--- config.mk ---
export PLATFORM = sky130hd
export DESIGN_NAME = sha256_msg_padder
export DESIGN_NICKNAME = d
export VERILOG_FILES = /design/src/rtl/sha256_msg_padder.sv
export SDC_FILE = /design/constraint.sdc
export NUM_CORES = 1
export LEC_CHECK = 0
export BUFFER_PORTS_ARGS = -buffer_cell sky130_fd_sc_hd__buf_2
export CAP_MARGIN = 20
export CELL_PAD_IN_SITES_DETAIL_PLACEMENT = 0
export CELL_PAD_IN_SITES_GLOBAL_PLACEMENT = 1
export CORE_UTILIZATION = 41
export DETAILED_ROUTE_END_ITERATION = 12
export PLACE_DENSITY = 0.9
export REMOVE_ABC_BUFFERS = 1
export SLEW_MARGIN = 10
export SYNTH_ARGS = -nofsm -noshare
export SYNTH_HDL_FRONTEND = slang
export SYNTH_SLANG_ARGS = --single-unit
--- constraint.sdc ---
create_clock -name clk -period 3.2 [get_ports clk]
set_clock_uncertainty 0.1 [all_clocks]
set_input_delay 0.64 -clock clk [delete_from_list [all_inputs] [get_ports clk]]
set_output_delay 0.64 -clock clk [all_outputs]
set_load 0.01 [all_outputs]
--- src/rtl/sha256_msg_padder.sv ---
// sha256_msg_padder
// Message front end for a SHA-256 core. Collects 32-bit big-endian message
// words into a 16-word block buffer. It applies the standard padding: an
// 0x80 marker, zero fill, and a 64-bit bit-length field. Each finished block
// is launched with a one-cycle start pulse and held until the core is done.
//
// Ports
//   clk        : rising-edge clock
//   rst_n      : asynchronous active-low reset
//   in_valid   : in_data is valid this cycle
//   in_ready   : padder accepts a word this cycle (high in FILL only)
//   in_data    : message word, byte 0 in [31:24]
//   in_last    : final word of the message
//   in_bytes   : valid bytes in the final word (1..4; 0 and 5..7 mean 4)
//   blk_data   : assembled block, word 0 in [511:480]
//   blk_start  : one-cycle launch pulse
//   blk_first  : block is the first of the message
//   blk_last   : block is the final block of the message
//   core_done  : core finished the current block (sampled in WAIT only)
//   msg_done   : one-cycle pulse when the final block completes
//
// state | meaning
// FILL  | accepting message words into the buffer
// PAD   | writing marker / zero / length words, one per cycle
// ISSUE | single-cycle blk_start
// WAIT  | block held stable until core_done
module sha256_msg_padder (
  input  logic         clk,
  input  logic         rst_n,
  input  logic         in_valid,
  output logic         in_ready,
  input  logic [31:0]  in_data,
  input  logic         in_last,
  input  logic [2:0]   in_bytes,
  output logic [511:0] blk_data,
  output logic         blk_start,
  output logic         blk_first,
  output logic         blk_last,
  input  logic         core_done,
  output logic         msg_done
);

  typedef enum logic [1:0] {FILL, PAD, ISSUE, WAIT} state_t;

  state_t       state, state_nx;
  logic [31:0]  blk_buf [16];
  logic [3:0]   idx;
  logic [63:0]  len;
  logic         seen_last, marker_written, len_ok, first;

  logic [2:0]   nb;
  logic [31:0]  last_word;
  logic [31:0]  pad_word;

  // Out-of-range byte counts fall back to a full word.
  assign nb = ((in_bytes == 3'd0) || (in_bytes > 3'd4)) ? 3'd4 : in_bytes;

  always_comb begin
    last_word = in_data;
    case (nb)
      3'd1:    last_word = {in_data[31:24], 8'h80, 16'h0000};
      3'd2:    last_word = {in_data[31:16], 8'h80, 8'h00};
      3'd3:    last_word = {in_data[31:8], 8'h80};
      default: last_word = in_data;
    endcase
  end

  always_comb begin
    pad_word = 32'h0;
    if (!marker_written)               pad_word = 32'h8000_0000;
    else if (idx == 4'd14 && len_ok)   pad_word = len[63:32];
    else if (idx == 4'd15 && len_ok)   pad_word = len[31:0];
  end

  always_ff @(posedge clk or negedge rst_n) begin
    if (!rst_n) state <= FILL;
    else        state <= state_nx;
  end

  always_comb begin
    state_nx  = state;
    in_ready  = 1'b0;
    blk_start = 1'b0;
    msg_done  = 1'b0;
    case (state)
      FILL: begin
        in_ready = 1'b1;
        if (in_valid) begin
          if (idx == 4'd15) state_nx = ISSUE;
          else if (in_last) state_nx = PAD;
        end
      end
      PAD: begin
        if (idx == 4'd15) state_nx = ISSUE;
      end
      ISSUE: begin
        blk_start = 1'b1;
        state_nx  = WAIT;
      end
      WAIT: begin
        if (core_done) begin
          if (len_ok) begin
            msg_done = 1'b1;
            state_nx = FILL;
          end else if (seen_last || marker_written) begin
            state_nx = PAD;
          end else begin
            state_nx = FILL;
          end
        end
      end
      default: state_nx = FILL;
    endcase
  end

  // The flags only change outside WAIT, so they are stable for the core.
  assign blk_first = first;
  assign blk_last  = len_ok;

  always_comb begin
    blk_data = '0;
    for (int i = 0; i < 16; i++) blk_data[511 - 32*i -: 32] = blk_buf[i];
  end

  always_ff @(posedge clk or negedge rst_n) begin
    if (!rst_n) begin
      for (int i = 0; i < 16; i++) blk_buf[i] <= '0;
      idx            <= '0;
      len            <= '0;
      seen_last      <= 1'b0;
      marker_written <= 1'b0;
      len_ok         <= 1'b0;
      first          <= 1'b1;
    end else begin
      case (state)
        FILL: begin
          if (in_valid) begin
            blk_buf[idx] <= in_last ? last_word : in_data;
            idx          <= idx + 4'd1;
            len          <= len + (in_last ? {58'd0, nb, 3'd0} : 64'd32);
            if (in_last) begin
              if (nb != 3'd4) begin
                marker_written <= 1'b1;
                if (idx <= 4'd13) len_ok <= 1'b1;
              end else begin
                seen_last <= 1'b1;
              end
            end
          end
        end
        PAD: begin
          blk_buf[idx] <= pad_word;
          idx          <= idx + 4'd1;
          if (!marker_written) begin
            marker_written <= 1'b1;
            if (idx <= 4'd13) len_ok <= 1'b1;
          end
        end
        WAIT: begin
          if (core_done) begin
            idx <= '0;
            if (len_ok) begin
              len            <= '0;
              seen_last      <= 1'b0;
              marker_written <= 1'b0;
              len_ok         <= 1'b0;
              first          <= 1'b1;
            end else begin
              first <= 1'b0;
              // Marker already placed but no room for the length: one more block.
              if (marker_written) len_ok <= 1'b1;
            end
          end
        end
        default: ;
      endcase
    end
  end

endmodule
**Word level (Yosys, flattened, before mapping)**

Cells that the tools add are included.

- $add $sub $neg: 2
- Multiply operators: 0
- Div/mod/pow operators: 0
- Magnitude comparators: 4
- Equal/unequal tests: 18
- Shifts and indexed selects: 0
- Mux-type cells: 52
- Bitwise operators: 1
- Reduce and logical (&&, ||, !) cells: 18

Operators by type and width:

| operator | count |
|---|---|
| bitwise mux 512 bit | 2 |
| one-hot mux 512 bit (2 select lines) | 1 |
| 2-to-1 mux 512 bit | 1 |
| 2-to-1 mux 64 bit | 3 |
| demux 32 bit (select 4 bit) | 1 |
| 2-to-1 mux 32 bit | 4 |
| one-hot mux 64 bit (2 select lines) | 1 |
| one-hot mux 24 bit (3 select lines) | 1 |
| adder 64 x 6 -> 64 bit | 1 |
| 2-to-1 mux 24 bit | 1 |
| 2-to-1 mux 1 bit | 23 |
| AND reduction 6 bit | 3 |
| != test 2 bit (second input constant) | 8 |
| one-hot mux 4 bit (3 select lines) | 1 |
| 2-to-1 mux 2 bit | 5 |
| == test 4 bit (second input constant) | 2 |
| 2-to-1 mux 4 bit | 2 |
| one-hot mux 2 bit (4 select lines) | 1 |
| AND reduction 4 bit | 2 |
| == test 3 x 2 -> 1 bit (second input constant) | 2 |
| 2-to-1 mux 6 bit | 1 |
| != test 3 bit (second input constant) | 2 |
| one-hot mux 1 bit (3 select lines) | 2 |
| greater-or-equal comparator 5 bit (second input constant) | 1 |
| 18 further kinds | 24 |

- Flip-flop bits (word level): 586
- Latch bits: 0
- RAM bits: 0
- Memory bits (read-only): 0
- Input port bits: 40
- Memories: 0

**Logic depth before layout (Yosys ltp)**

- Depth after elaboration: 9
- Depth in mapped cells: 13
- Mapped depth without buffers: 11

**Worst setup path before layout**

No wires, ideal clock.

- Path type: in2reg
- Start: input port in_bytes[0]
- End: register len[61]
- Setup time: 0.078 ns
- Data arrival time: 3.314 ns
- Required time: 3.022 ns
- Setup slack: -0.292 ns
- Stages: 13
- Path through: or2_2 ha_1 nor2b_1 and2_1 ha_1 fa_1 a21o_1 o2111a_1 buf_2 nand2_1 clkbuf_1 or4_1 a21oi_1

- Cells in the longest elaborated chain, start to end: 7
- Elaborated cells on any way between the ends: 8

RTL lines:

| element | RTL line | RTL |
|---|---|---|
| start, declared | 34 | `input logic [2:0] in_bytes,` |
| > comparator 3 bit or logical NOT 3 bit (tied branches) | 56 | `assign nb = ((in_bytes == 3'd0) \|\| (in_bytes > 3'd4)) ? 3'd4 : in_bytes;` |
| logical OR 1 bit | 56 |  |
| 2-to-1 mux 3 bit * | 56 |  |
| 2-to-1 mux 6 bit * | 140 | `len <= len + (in_last ? {58'd0, nb, 3'd0} : 64'd32);` |
| adder 64 x 6 -> 64 bit * | 140 |  |
| 2-to-1 mux 64 bit * | 137 | `if (in_valid) begin` |
| one-hot mux 64 bit (2 select lines) * | 135 | `case (state)` |
| end signal, assigned | 140 |  |
| end, declared | 48 | `logic [63:0] len;` |

Mark *: on every way between the ends. The rest lies on a longest branch, timed or not. The select of a mux whose other input is x is not followed.
A chain may end at the register's enable or synchronous reset.

**Worst setup path in the final report**

- Start: input port in_bytes[0]
- End: register len[57]

The elaborated chain is that of the path after synthesis.

==> flow_summary.toml <==
[sta]
fin_crit_sh_pct = 95.7
min_period_ns = 3.06
worst_slew_pin_slew_ns = 0.720
rsz0062_at_grt = "no"
setup_viol = 0
max-slew-margin-rel_pct = 51.9
hold_ws_ns = 0.189
slew_viol_final = 0
hold_violations = 0
fmax_ghz = 0.327

[synthesis]
post_synth.cell_area_avg_um2 = 10.1
synth_edf_count = 0
seq_area_frac_synth_pct = 64.3
yosys_warnings = 0
synth-async-reset-ratio_pct = 100
ys.flop_type = "dfrtp_1"
synth.ff_latch_count = 583
ys_top_cells_by_area = "dfrtp_1 (64%), o21ai_0 (11%), nand2_1 (8.9%), clkbuf_1 (2.6%), a21oi_1 (1.5%)"
yosys.area.top_type = "dfrtp_1"
yosys.area.top_type_share_pct = 64.2
synth_area_um2 = 22700
synth_cells = 2245
synth_cell_types = 50

[floorplan]
io_pins = 557
initial_core_util_pct = 41.8
coreArea_um2 = 54200
fp-row-count = 85
die-width_um = 237
die-area_um2 = 56300
die_height_um = 237

[global_routing]
grt_max_degree = 88
grt_pass1_vias = 19243
grt_pass1_wl_mm = 117
grtUsageMet2_pct = 46.2
overflow = 0
grt.busiest_layer = "met2"
antenna_found_initial = 18
grt_use_met1_pct = 33.3
gr-usage-all-layers_pct = 27.3
grt_util_met3_pct = 4.35

[hold_path]
hp-class = "primary input to register"

[detailed_routing]
routed_via_density = 5.40
drc = 0
first_pass_iters = 6
drt_iter0_drc = 1595
wl_per_cell_um = 21.7
ant_nets = 0
finalWirelength_mm = 77.5
vias = 19287

[power_and_ir_drop]
p_sw_share_pct = 37.3
finalPower_w = 0.0284
p_leak_nw = 14.8
p_int_w = 0.0178
seqPwrFrac_pct = 40.3
power_per_cell_area_nw_per_um2 = 978
p_clk_share_pct = 26.7
combPwrFrac_pct = 33.0
vdd_drop_max_mv = 0.513
switching_power_w = 0.0106

[final_layout]
nNetsFinal = 2860
final_common_cell = "dfrtp_1"
final_cell_mix = "dfrtp_1 (582), buf_2 (555), nand2_1 (523)"
fillers = 4858
layout-drive-gt1-share_pct = 28.1
design_area_um2 = 29000
synthToLayoutAreaGrowth_pct = 27.9
fin_cells = 3569

[clock_network]
clock_sinks = 583
cts_buffers = 60
ctsResizeCount = 0
clk-insertion-delay-late_ns = 0.63
path_clk_slew_ns = 0.07
cts.path.max_buffers = 3
cts_setup_buffers = 0
root_buffer = "clkbuf_16"
htreeDepth = 2
cts_tree = "yes"

[worst_setup_path]
start_kind = "primary input"
ff2ff_path_depth = 10
r2r_start = "state[0]$_DFFE_PN0P_"
worstSetupStartpoint = "in_bytes[0]"
cp_cell_sequence = "buf_2 > or2_2 > ha_1 > nor2b_1 > and2_1 > ha_1 > fa_1 > a21o_1 > o2111a_1 > nand2_1 > buf_4 > or4_1 > a21oi_1"
cp_slowest_cell = "or4_1"
cp.arrival_ns = 3.50
setup.worst_path.end_class = "register"
r2r_slack_ns = 0.41
crit_required_ns = 3.64
worstSetupPathDepth = 13
endpoint = "len[57]$_DFFE_PN0P_"
cpMostUsedCell = "ha_1"
critPathTopFamily = "simple AND/OR/NAND/NOR gates"
path_max_fanout = 13
critPathMaxStageDelay_ns = 0.50
r2r-end = "len[34]$_DFFE_PN0P_"
critical_path_class = "primary input to register"
crit_buf_inv = 2

[run_status]
status = "completed"

[placement]
place_hpwl_mm = 54.8
io_buffers = 556
placed_area_um2 = 26800
place_congestion = 0.931
placed_cells = 3438

[flow_run]
maxCapViolCount = 0
## worst min-delay path, stage by stage
cell and delay [ns]:
buf_2 0.11, nand2_1 0.05, nand2_1 0.05, nand2_1 0.05
## logic make-up after synthesis
kind of cell / after synthesis / synth area share [%]
and+or+nand+nor: 755 / 14.2
buffers and inverters: 188 / 3.16
adders and majority gates: 15 / 0.860
DFF: 583 / 64.3
AOI/OAI and AO/OA: 664 / 15.9
muxes: 12 / 0.573
xor gates and xnor gates: 28 / 1.08
## through the flow
stage	setup TNS [ns]	utilization, %	setup WS [ns]
after global placement	-7.16	49.4	-0.429
final	0	53.5	0.138
after global routing	0	53.5	0.000134
after CTS	0	53.5	0.237
after detailed placement	-8.04	49.4	-0.408
after floorplan	-19.86	-	-0.526
## sequential cells by signal (all words and copies together) (netlist names)
signal          count
blk_last            1
idx                 4
blk_data          512
marker_written      1
len                61
seen_last           1
blk_first           1
state               2
## synth_stat cells (14+ instances only)
library cell and instances:
a21oi_1 67, a22o_1 27, a22oi_1 20, clkbuf_1 155
dfrtp_1 582, ha_1 14, inv_1 21, nand2_1 538
nand3_1 25, nand4_1 25, nor2_1 71, o21ai_0 514
or3_1 23, xnor2_1 16
## area by class of cell
cell class                      count  area [µm²]  share of cell area [%]
Antenna cell                       16        40.0                   0.138
Tap cell                          696         871                    3.00
Timing Repair Buffer              665        3830                    13.2
Clock inverter                     30         452                    1.56
Multi-Input combinational cell   1474        7450                    25.6
Sequential cell                   583       14600                    50.2
Clock buffer                       84        1730                    5.96
Inverter                           21        78.8                   0.271
## power by group through the flow
| stage | sequential [W] | combinational [W] | clock [W] |
|---|---|---|---|
| after floorplan | 0.0126 | 0.00302 | 0 |
| after global placement | 0.0114 | 0.00915 | 0 |
| after detailed placement | 0.0115 | 0.00940 | 0 |
| after CTS | 0.0114 | 0.00945 | 0.00768 |
| after global routing | 0.0117 | 0.0102 | 0.00799 |
| final | 0.0114 | 0.00938 | 0.00758 |
## how the worst min path moves through the flow
stage	start	end	slack [ns]	cells after the start
final	core_done	blk_first$_DFFE_PN1P_	0.19	4
after floorplan	rst_n	blk_data[0]$_DFFE_PN0P_	0.24	0
after global placement	blk_first$_DFFE_PN1P_	blk_first$_DFFE_PN1P_	0.35	2
after CTS	core_done	blk_first$_DFFE_PN1P_	0.17	4
after global routing	core_done	blk_first$_DFFE_PN1P_	0.20	4
after detailed placement	blk_first$_DFFE_PN1P_	blk_first$_DFFE_PN1P_	0.35	2
## routing by layer
layer,routed length [µm],share of wire [%],vias up
li1,-,-,8773
met1,29800,38,9552
met2,38800,50,737
met3,4580,5.9,221
met4,4270,5.5,4
met5,26,0.034,-
## timing repair
action                                  CTS  global route
hold endpoints to repair                 53             0
endpoints found under the setup margin    0             0
hold buffers                              1             0
Note: power is estimated with default switching activity, not from simulation.
